### src/rtl/bp_fe_fill_arbiter.sv
// bp_fe_fill_arbiter
// Merges the three LCE-to-I$ fill channels (data, tag and stat mem packets)
// onto one registered fill port. Grants rotate round-robin. A one-entry
// holding register drives the fill port. quiesce_i blocks new grants while
// still letting an already-held fill drain.
//
// Ports:
//   clk_i, reset_n_i            clock, asynchronous active-low reset
//   data_pkt_i/_v_i/_ready_o    data mem packet channel (ready = accept)
//   tag_pkt_i/_v_i/_ready_o     tag mem packet channel
//   stat_pkt_i/_v_i/_ready_o    stat mem packet channel
//   quiesce_i                   block new grants (fetch in flight)
//   fill_o, fill_type_o         held payload (zero-extended) and source type
//   fill_v_o, fill_ready_i      fill port handshake
//   grant_cnt_o                 saturating count of accepted packets
//   idle_o                      nothing held and no channel valid
module bp_fe_fill_arbiter #(
   parameter int data_pkt_width_p = 522,
   parameter int tag_pkt_width_p  = 40,
   parameter int stat_pkt_width_p = 12,
   parameter int cnt_width_p      = 16,
   localparam int fill_width_lp =
      (data_pkt_width_p > tag_pkt_width_p)
         ? ((data_pkt_width_p > stat_pkt_width_p) ? data_pkt_width_p : stat_pkt_width_p)
         : ((tag_pkt_width_p  > stat_pkt_width_p) ? tag_pkt_width_p  : stat_pkt_width_p)
) (
   input  logic                        clk_i,
   input  logic                        reset_n_i,
   input  logic [data_pkt_width_p-1:0] data_pkt_i,
   input  logic                        data_pkt_v_i,
   output logic                        data_pkt_ready_o,
   input  logic [tag_pkt_width_p-1:0]  tag_pkt_i,
   input  logic                        tag_pkt_v_i,
   output logic                        tag_pkt_ready_o,
   input  logic [stat_pkt_width_p-1:0] stat_pkt_i,
   input  logic                        stat_pkt_v_i,
   output logic                        stat_pkt_ready_o,
   input  logic                        quiesce_i,
   output logic [fill_width_lp-1:0]    fill_o,
   output logic [1:0]                  fill_type_o,
   output logic                        fill_v_o,
   input  logic                        fill_ready_i,
   output logic [cnt_width_p-1:0]      grant_cnt_o,
   output logic                        idle_o
);

   logic                     fill_v_reg;
   logic [1:0]               fill_type_reg;
   logic [fill_width_lp-1:0] fill_payload_reg;
   logic [1:0]               ptr_reg;
   logic [cnt_width_p-1:0]   cnt_reg;

   logic [2:0]               valid_vec;
   logic                     grant_en;
   logic                     grant_vld;
   logic [1:0]               grant_idx;
   logic                     grant;
   logic [fill_width_lp-1:0] sel_payload;

   assign valid_vec = {stat_pkt_v_i, tag_pkt_v_i, data_pkt_v_i};

   // The holding register may refill in the same cycle it drains.
   // reset_n_i is folded in so no accept can be signalled while in reset.
   assign grant_en = (~fill_v_reg | fill_ready_i) & ~quiesce_i & reset_n_i;

   // Scan p+2, p+1, p: the last valid hit is the highest-priority one.
   always_comb begin
      logic [2:0] idx;
      grant_vld = 1'b0;
      grant_idx = 2'd0;
      for (int k = 2; k >= 0; k--) begin
         idx = {1'b0, ptr_reg} + 3'(k);
         if (idx >= 3'd3) idx = idx - 3'd3;
         if (valid_vec[idx[1:0]]) begin
            grant_vld = 1'b1;
            grant_idx = idx[1:0];
         end
      end
   end

   assign grant = grant_vld & grant_en;

   assign data_pkt_ready_o = grant & (grant_idx == 2'd0);
   assign tag_pkt_ready_o  = grant & (grant_idx == 2'd1);
   assign stat_pkt_ready_o = grant & (grant_idx == 2'd2);

   // Casts zero-extend the narrower packets into the fill payload.
   always_comb begin
      sel_payload = '0;
      case (grant_idx)
         2'd0:    sel_payload = fill_width_lp'(data_pkt_i);
         2'd1:    sel_payload = fill_width_lp'(tag_pkt_i);
         2'd2:    sel_payload = fill_width_lp'(stat_pkt_i);
         default: sel_payload = '0;
      endcase
   end

   always_ff @(posedge clk_i or negedge reset_n_i) begin
      if (!reset_n_i) begin
         fill_v_reg       <= 1'b0;
         fill_type_reg    <= 2'd0;
         fill_payload_reg <= '0;
         ptr_reg          <= 2'd0;
         cnt_reg          <= '0;
      end else begin
         if (grant) begin
            fill_v_reg       <= 1'b1;
            fill_type_reg    <= grant_idx;
            fill_payload_reg <= sel_payload;
            ptr_reg          <= (grant_idx == 2'd2) ? 2'd0 : grant_idx + 2'd1;
            if (cnt_reg != {cnt_width_p{1'b1}})
               cnt_reg <= cnt_reg + cnt_width_p'(1);
         end else if (fill_ready_i) begin
            // Payload and type keep their old values; only valid drops.
            fill_v_reg <= 1'b0;
         end
      end
   end

   assign fill_o      = fill_payload_reg;
   assign fill_type_o = fill_type_reg;
   assign fill_v_o    = fill_v_reg;
   assign grant_cnt_o = cnt_reg;
   assign idle_o      = ~fill_v_reg & ~(|valid_vec);

endmodule

### config.mk
export PLATFORM = sky130hd
export DESIGN_NAME = bp_fe_fill_arbiter
export DESIGN_NICKNAME = d
export VERILOG_FILES = /design/src/rtl/bp_fe_fill_arbiter.sv
export SDC_FILE = /design/constraint.sdc
export NUM_CORES = 1
export LEC_CHECK = 0
export CELL_PAD_IN_SITES_DETAIL_PLACEMENT = 1
export CELL_PAD_IN_SITES_GLOBAL_PLACEMENT = 1
export CORE_AREA = 2 2 445 447
export CTS_CLUSTER_SIZE = 14
export DETAILED_ROUTE_END_ITERATION = 10
export DIE_AREA = 0 0 447 449
export PLACE_DENSITY = 0.41
export SKIP_LAST_GASP = 1
export SLEW_MARGIN = 20
export SYNTH_ARGS = -nofsm -noshare
export SYNTH_HDL_FRONTEND = slang
export SYNTH_SLANG_ARGS = --single-unit
### constraint.sdc
create_clock -name clk_i -period 5.8 [get_ports clk_i]
set_clock_uncertainty 0.05 [all_clocks]
set_input_delay 0.58 -clock clk_i [delete_from_list [all_inputs] [get_ports clk_i]]
set_output_delay 0.58 -clock clk_i [all_outputs]
set_load 0.02 [all_outputs]
# Word-level counts from Yosys, hierarchy flattened
# Cells that the tools add are included.
[op_classes]
add_sub_neg = 7
muxes = 19
magnitude_cmp = 6
n_reduce_logical = 4
eq_ne = 3
n_bitwise = 11
[op_table]
columns = ["operator", "n"]
rows = [
  ["case mux 522 bit (3 select lines)", 1],
  ["adder 16 x 1 -> 16 bit, second input constant", 1],
  ["inequality test 16 bit, second input constant", 1],
  ["two-way mux 2 bit", 7],
  ["< comparator 2 x 3 -> 1 bit, second input constant", 3],
  ["two-way mux 1 bit", 8],
  ["bitwise AND 1 bit", 7],
  ["binary-select mux 1 bit (select 2 bit)", 3],
  ["greater-or-equal comparator 3 x 2 -> 1 bit, second input constant", 2],
  ["subtractor 2 bit, second input constant", 3],
  ["adder 2 x 1 -> 3 bit, second input constant", 1],
  ["adder 2 x 2 -> 3 bit, second input constant", 1],
  ["inverter 1 bit", 3],
  ["OR reduction 3 bit", 1],
  ["adder 2 x 1 -> 2 bit, second input constant", 1],
  ["equality test 2 x 1 -> 1 bit, second input constant", 1],
  ["equality test 2 bit, second input constant", 1],
  ["greater-or-equal comparator 2 bit, second input constant", 1],
  ["zero test 2 bit", 1],
  ["AND reduction 2 bit", 1],
  ["nonzero test 2 bit", 1],
  ["bitwise OR 1 bit", 1],
]
[word_totals]
output_inout_bits = 545
inputBits = 581
wordCells = 55
ff_bits = 543

# Logic depth before layout (Yosys ltp)
# Gate-level depths: netlist (run 1).
[depth]
ltp_word = 10
ltp_mapped = 11

# Worst setup path after synthesis (run 1)
# Ideal clock, no wire load.
[synth_timing]
path_kind = "input port to output port"
start = "in stat_pkt_v_i"
end = "out data_pkt_ready_o"
required_ns = 5.170
stages = 8
t_arrival_ns = 2.142
setup_slack_ns = 3.028
path_cell_list = "clkbuf_1 > mux2i_1 > or2_2 > nand3_1 > nand3_1 > buf_2 > clkbuf_1 > nor2_1"
[synth_via]
elab_chain_cells = 7
word_cells_on_any_way = 15
cone_classes = "mux: 12; bitwise: 2; reduce/logical: 1"
[synth_rtl]
columns = ["item", "line", "text"]
rows = [
  ["start: declaration", "36", "input logic stat_pkt_v_i,"],
  ["binary-select mux 1 bit (select 2 bit)", "74", "if (valid_vec[idx[1:0]]) begin"],
  ["two-way mux 1 bit (implied by the code)", "74", ""],
  ["two-way mux 1 bit / two-way mux 2 bit (equally long branches) (3 in a row)", "74", ""],
  ["bitwise AND 1 bit / zero test 2 bit (equally long branches)", "81, 83", ""],
  ["bitwise AND 1 bit *", "83", "assign data_pkt_ready_o = grant & (grant_idx == 2'd0);"],
  ["end: declaration", "31", "output logic data_pkt_ready_o,"],
]
# Mark *: on every way between the ends. The rest lies on a longest branch, timed or not. The select of a mux whose other input is x is not followed.

# Final worst setup path (run 1)
[layout_timing]
start = "reg ptr_reg[0]"
end = "out tag_pkt_ready_o"
[layout_via]
elab_chain_cells = 10
word_cells_on_any_way = 26
cone_classes = "add/sub: 5; order compare: 3; eq/ne: 1; mux: 15; bitwise: 2"
[layout_rtl]
columns = ["item", "line", "text"]
rows = [
  ["start: declaration", "50", "logic [1:0] ptr_reg;"],
  ["start signal: assignment", "110", "ptr_reg <= (grant_idx == 2'd2) ? 2'd0 : grant_idx + 2'd1;"],
  ["adder 2 x 2 -> 3 bit", "72", "idx = {1'b0, ptr_reg} + 3'(k);"],
  ["greater-or-equal comparator 3 x 2 -> 1 bit / subtractor 2 bit (equally long branches)", "73", "if (idx >= 3'd3) idx = idx - 3'd3;"],
  ["two-way mux 2 bit", "73", ""],
  ["binary-select mux 1 bit (select 2 bit)", "74", ""],
  ["two-way mux 1 bit (implied by the code)", "74", ""],
  ["two-way mux 2 bit / two-way mux 1 bit (equally long branches) (3 in a row)", "74", ""],
  ["equality test 2 x 1 -> 1 bit / bitwise AND 1 bit (equally long branches)", "84, 81", ""],
  ["bitwise AND 1 bit *", "84", "assign tag_pkt_ready_o = grant & (grant_idx == 2'd1);"],
  ["end: declaration", "34", "output logic tag_pkt_ready_o,"],
]
# Marked as above.

==> impl_metrics.tcl, run 1 <==
set metrics [dict create \
    setup-violations-final 0 \
    grt_pass1_wl_um 188700 \
    worst_ep_arrival_time_ps 3470 \
    outcome "completed" \
    synth_seq_cells 543 \
    cts-htree-levels 3 \
    dp_cells 6080 \
    clock-root-buffer "clkbuf_16" \
    clockPowerShare_pct 22.0 \
    hold_class "primary input to register" \
    netSwitchingFraction_pct 43.04 \
    rsz0062_at_grt "false" \
    grt_use_met1_pct 14.89 \
    r2r-end "fill_o[444]" \
    end_kind "output port" \
    final_common_cell "clkdlybuf4s50_1" \
    ys_seq_area_share_pct 61.49 \
    hold_start "data_pkt_i[367]" \
    cts_setup_buffers 0 \
    intPower_w 0.01324 \
    synth-edff-count 0 \
    async_flop_share_pct 100.0 \
    gr-total-overflow 0 \
    antenna_left 0 \
    final_cell_mix "clkdlybuf4s50_1, nand2_1, dfrtp_1" \
    drt-total-wl_um 135800 \
    hold_depth 3 \
    rows 163 \
    maxSlewHeadroom_pct 30.20 \
    synth_largest_area_cell "dfrtp_1" \
    num_io_pins 1126 \
    die-width_um 447 \
    syn_area_per_cell_um2 8.980 \
    grt_max_degree 147 \
    coreArea_um2 196200 \
    maxCapViolCount 0 \
    largest_reg_flops 522 \
    routedWlPerCell_um 21.74 \
    synth_top_cell_area_share_pct 61.49 \
    cts.sinks 543 \
    grt_pass1_vias 23520 \
    grtUsageTotal_pct 13.20 \
    fillers 22830 \
    synth_fp_nets 3046 \
    min_period_ps 4103 \
    ys_warn_count 0 \
    cts_tree "built" \
    gp_congestion 0.7993 \
    synth.area.top_cells "dfrtp_1, nand2_1, o21ai_0, buf_2, clkbuf_1" \
    path_class "register to output port" \
    drt-initial-drc-count 1154 \
    vias 21850 \
    ir_drop_v 0.0005047 \
    ff2ff_setup_slack_ps 2340 \
    synth_cell_type_count 37 \
    fmax_mhz 243.8 \
    die_area_um2 200700 \
    whs_endpoint "fill_o[367]" \
    vias_per_cell 3.496 \
    required_ps 5170 \
    slew_violations 0 \
    numCtsBuffers 79 \
    synthFlopType "dfrtp_1" \
    hold_ws_ps 392.7 \
    synth_area_um2 22100 \
    p_comb_share_pct 49.2 \
    cts.path.max_buffers 3 \
    insertion_delay_ps 680 \
    grt_util_met3_pct 5.384 \
    grt_use_met2_pct 22.14 \
    seq_power_share_pct 28.8 \
    ctsHoldBuffers 1 \
    pwr_density_cell_nw_per_um2 594.5 \
    final_cells 6248 \
    initial_utilization_pct 11.26 \
    p_leak_nw 15.50 \
    hold_viol 0 \
    power.total_w 0.02325 \
    regToRegStartpoint "ptr_reg[0]" \
    cts_resized 0 \
    route.detailed.drc 0 \
    clk_pin_slew_ps 60 \
    drive_gt1_share_pct 4.968 \
    start_kind "register" \
    finalSetupTns_ps 0 \
    antenna_found_initial 48 \
    worst_pin_slew_ps 1039 \
    nNetsFinal 4107 \
    place.detailed.hpwl_um 101200 \
    drt_first_pass_iters 5 \
    period_share_pct 70.73 \
    p_switching_w 0.01001 \
    io_buffer_count 1125 \
    busiest_layer "met2" \
    synthCells 2461 \
    ff2ff_path_depth 9 \
    syn_to_final_growth_pct 76.98 \
    cp_max_fo 7 \
    die_h_um 449 \
]
through the flow:
stage	setup slack (ps)	cell area, µm²	util [%]
2_1_floorplan	3028	22100	-
3_3_place_gp	2127	36370	18.54
3_5_place_dp	2091	36370	18.54
4_1_cts	1471	39050	19.90
5_1_grt	1402	39080	19.92
6_report	1697	39110	19.93
how the worst max path moves through the flow:
stage | startpoint | endpoint | slack (ps) | cells past startpoint
4_1_cts | ptr_reg[0] | tag_pkt_ready_o | 1470 | 7
6_report | ptr_reg[0] | tag_pkt_ready_o | 1700 | 7
2_1_floorplan | stat_pkt_v_i | data_pkt_ready_o | 3030 | 8
3_5_place_dp | stat_pkt_v_i | fill_o[359] | 2090 | 8
5_1_grt | ptr_reg[0] | tag_pkt_ready_o | 1400 | 7
3_3_place_gp | stat_pkt_v_i | fill_o[226] | 2130 | 8
critical path: stages, from the launching register on:
cell and delay, ps:
dfrtp_1 370, inv_1 70, ha_1 400, nor2b_1 190, o21a_1 220, o41ai_4 690, nor2_1 190, clkdlybuf4s50_1 660
metal layers:
metal  up-vias  routed length, µm
met1     10670              52870
met3       196              11930
met5         -                137
met4        22               4095
met2       719              66810
li1      10240                  -
synthesized netlist by cell type, types with 6 or more instances:
cell type,n
o21ai_0,514
nor3_1,6
nand2_1,973
a31oi_1,40
dfrtp_1,543
a21oi_1,17
xor2_1,9
buf_2,112
clkbuf_1,82
o21ai_1,11
nor2_1,50
nand3_1,9
nand4_1,46
logic make-up after synthesis:
| kind of cell | share of synthesized area (%) |
|---|---|
| simple gates | 19.66 |
| compound gates | 13.80 |
| flops | 61.49 |
| buf+inv | 4.031 |
| xor+xnor | 0.5549 |
| mux | 0.2378 |
| fa+ha+maj | 0.2265 |
power by group through the flow:
stage,clock network (W),registers (W),logic (W)
after global routing,0.00549,0.00695,0.0124
final,0.00511,0.00669,0.0114
after floorplan,0,0.00888,0.00289
after detailed placement,0,0.00676,0.0117
after global placement,0,0.00670,0.0117
after CTS,0.00535,0.00672,0.0118
area by class of cell:
class                           instances  area, µm²  share of cell area, %
Timing Repair Buffer                 1176      11830                  30.24
Antenna cell                           25      62.56                 0.1600
Tap cell                             2640       3303                  8.446
Inverter                                4      15.01                0.03839
Clock inverter                         16      249.0                 0.6366
Multi-Input combinational cell       1718       7650                  19.56
Clock buffer                          126       2416                  6.178
Sequential cell                       543      13590                  34.74
Power figures use the tool's default switching activity.
==> inputs of run 2 (changes only) <==
CORE_AREA = 2 2 444 446   (was 2 2 445 447)
DIE_AREA = 0 0 446 448   (was 0 0 447 449)
PLACE_DENSITY = 0.42   (was 0.41)
clock period = 3.5 ns   (was 5.8 ns; I/O delays follow)
==> run 2 against run 1 <==
Net effect:
- design area increased by 0.28%
- non-clock buffer count increased by 23
- cell count decreased by 1.4%
- critical endpoint is now data_pkt_ready_o
- die area decreased by 0.45%
- setup slack got worse by 1500 ps
- sequential cell count unchanged
- routed wire length increased by 4.1%
- global-route usage increased by 0.40 points
- first-iteration DRC count decreased by 11%
- register-to-register slack got worse by 1700 ps
==> impl_metrics.tcl, run 2 (synthesis gave the netlist of run 1 again) <==
set metrics [dict create \
    outcome "completed" \
    grtUsageTotal_pct 13.60 \
    initial_utilization_pct 11.36 \
    dp_slack_ps 405.0 \
    worst_ep_arrival_time_ps 2920 \
    maxSlewHeadroom_pct 42.41 \
    cts.path.max_buffers 3 \
    finalSetupTns_ps 0 \
    path_class "register to output port" \
    fmax_mhz 301.2 \
    drt_first_pass_iters 5 \
    slowest_stage "o41ai_4" \
    drive_gt1_share_pct 5.644 \
    gr-total-overflow 0 \
    clk_pin_slew_ps 60 \
    numCtsBuffers 79 \
    start_kind "register" \
    period_share_pct 94.86 \
    fillers 22570 \
    hold_class "primary input to register" \
    largest_reg_flops 522 \
    seqCellArea_um2 13590 \
    vias_per_cell 3.564 \
    final_common_cell "clkdlybuf4s50_1" \
    grt_max_degree 120 \
    drt-total-wl_um 141400 \
    ir_drop_v 0.0004655 \
    die-width_um 446 \
    max_stage_delay_ps 420 \
    grt_pass1_wl_um 191500 \
    coreArea_um2 194600 \
    slew_violations 0 \
    antenna_left 0 \
    final_cell_mix "clkdlybuf4s50_1, nand2_1, dfrtp_1" \
    crit_path_frequent_cell "nor2_1" \
    post-route-util_pct 20.16 \
    syn_to_final_growth_pct 77.47 \
    cp_max_fo 7 \
    insertion_delay_ps 700 \
    route.detailed.drc 0 \
    place.detailed.hpwl_um 106000 \
    dpl_cell_area_um2 36490 \
    maxCapViolCount 0 \
    end_kind "output port" \
    pwr_density_cell_nw_per_um2 987.4 \
    drt-initial-drc-count 1028 \
    hold_ws_ps 144.9 \
    vias 21950 \
    setup-violations-final 0 \
    io_buffer_count 1125 \
    nNetsFinal 4130 \
    required_ps 3100 \
    die_area_um2 199800 \
    startpoint "ptr_reg[0]" \
    num_io_pins 1126 \
    hold_start "data_pkt_i[417]" \
    regToRegStartpoint "ptr_reg[0]" \
    p_leak_nw 15.61 \
    routedWlPerCell_um 22.97 \
    multiInputGateArea_um2 7676 \
    design_area_um2 39220 \
    worst_pin_slew_ps 863.8 \
    grt_pass1_vias 23360 \
    clock-root-buffer "clkbuf_16" \
    cts_tree "built" \
    path_cells "inv_1 > ha_2 > mux2i_1 > nor2_1 > o41ai_4 > buf_4 > nor2_1 > dlygate4sd2_1" \
    die_h_um 448 \
    min_period_ps 3320 \
    layout_setup_ws_ps 179.8 \
    hold_viol 0 \
    antenna_found_initial 42 \
    cts.sinks 543 \
    cts-htree-levels 3 \
    rows 162 \
    gp_congestion 0.7956 \
]
[run 2: cell types whose count changed in the layout (fill, tap and decap cells not counted), moves of 3 or more]
cell | previous run | this run
clkdlybuf4s50_1 | 1124 | 1121
buf_12 | 14 | 23
clkinvlp_4 | 0 | 3
buf_4 | 36 | 45
diode_2 | 25 | 19
clkbuf_1 | 23 | 18
bufinv_16 | 6 | 1
[run 2: repair_timing]
action | CTS | global route
gates resized for setup | 6 | 4
gates cloned | 2 | 0
pin swaps | 1 | 0
hold endpoints to repair | 139 | 0
hold buffers | 3 | 0
buffers inserted | 2 | 2
endpoints found under the setup margin | 3 | 3
[run 2: final timing paths]
path	slack [ps]	endpoint	cells past startpoint
max in group asynchronous	1720	fill_o[183]	4
setup / recovery	180	data_pkt_ready_o	8
setup reg to reg	600	fill_o[154]	10
hold / removal	140	fill_o[417]	3
hold reg to reg	420	fill_o[218]	2
min in group asynchronous	310	fill_o[262]	3
[run 2: per-layer routing]
metal / GRT usage, % / part of all wire (%) / up-vias
li1: - / - / 10260
met1: 15.47 / 39 / 10800
met2: 23.31 / 50 / 689
met3: 5.014 / 8.1 / 173
met4: 4.735 / 2.4 / 20
met5: 0 / 0.083 / -
[run 2: report_power, final]
group	total [W]	internal, W	switching, W
Sequential	0.0111	0.00935	0.00177
Clock	0.00807	0.00473	0.00334
Combinational	0.0195	0.00773	0.0118
Total	0.0387	0.0218	0.0169
[run 2: layout make-up]
class	instances	share of cell area (%)
antenna	19	0.1212
clock buffer	119	6.042
clock inverter	14	0.4211
inverter	4	0.03828
multi-input combinational	1718	19.57
sequential	543	34.65
tap	2542	8.110
timing repair buffer	1199	31.05
[run 2: through the flow]
stage	total power, W	cells
3_3_place_gp	0.03104	5997
4_1_cts	0.03976	6137
6_report	0.03873	6158
5_1_grt	0.04135	6152
2_1_floorplan	0.01951	2461
3_5_place_dp	0.03113	5997
[run 2: critical path: cells and delay by family, from the launching register on]
| kind | cells | cell delay, ps |
|---|---|---|
| buffers and inverters | 3 | 600 |
| adder cells (fa/ha/maj) | 1 | 400 |
| flip-flops | 1 | 380 |
| AND/OR/NAND/NOR | 2 | 200 |
| multiplexers | 1 | 220 |
| AO/OA/AOI/OAI | 1 | 420 |
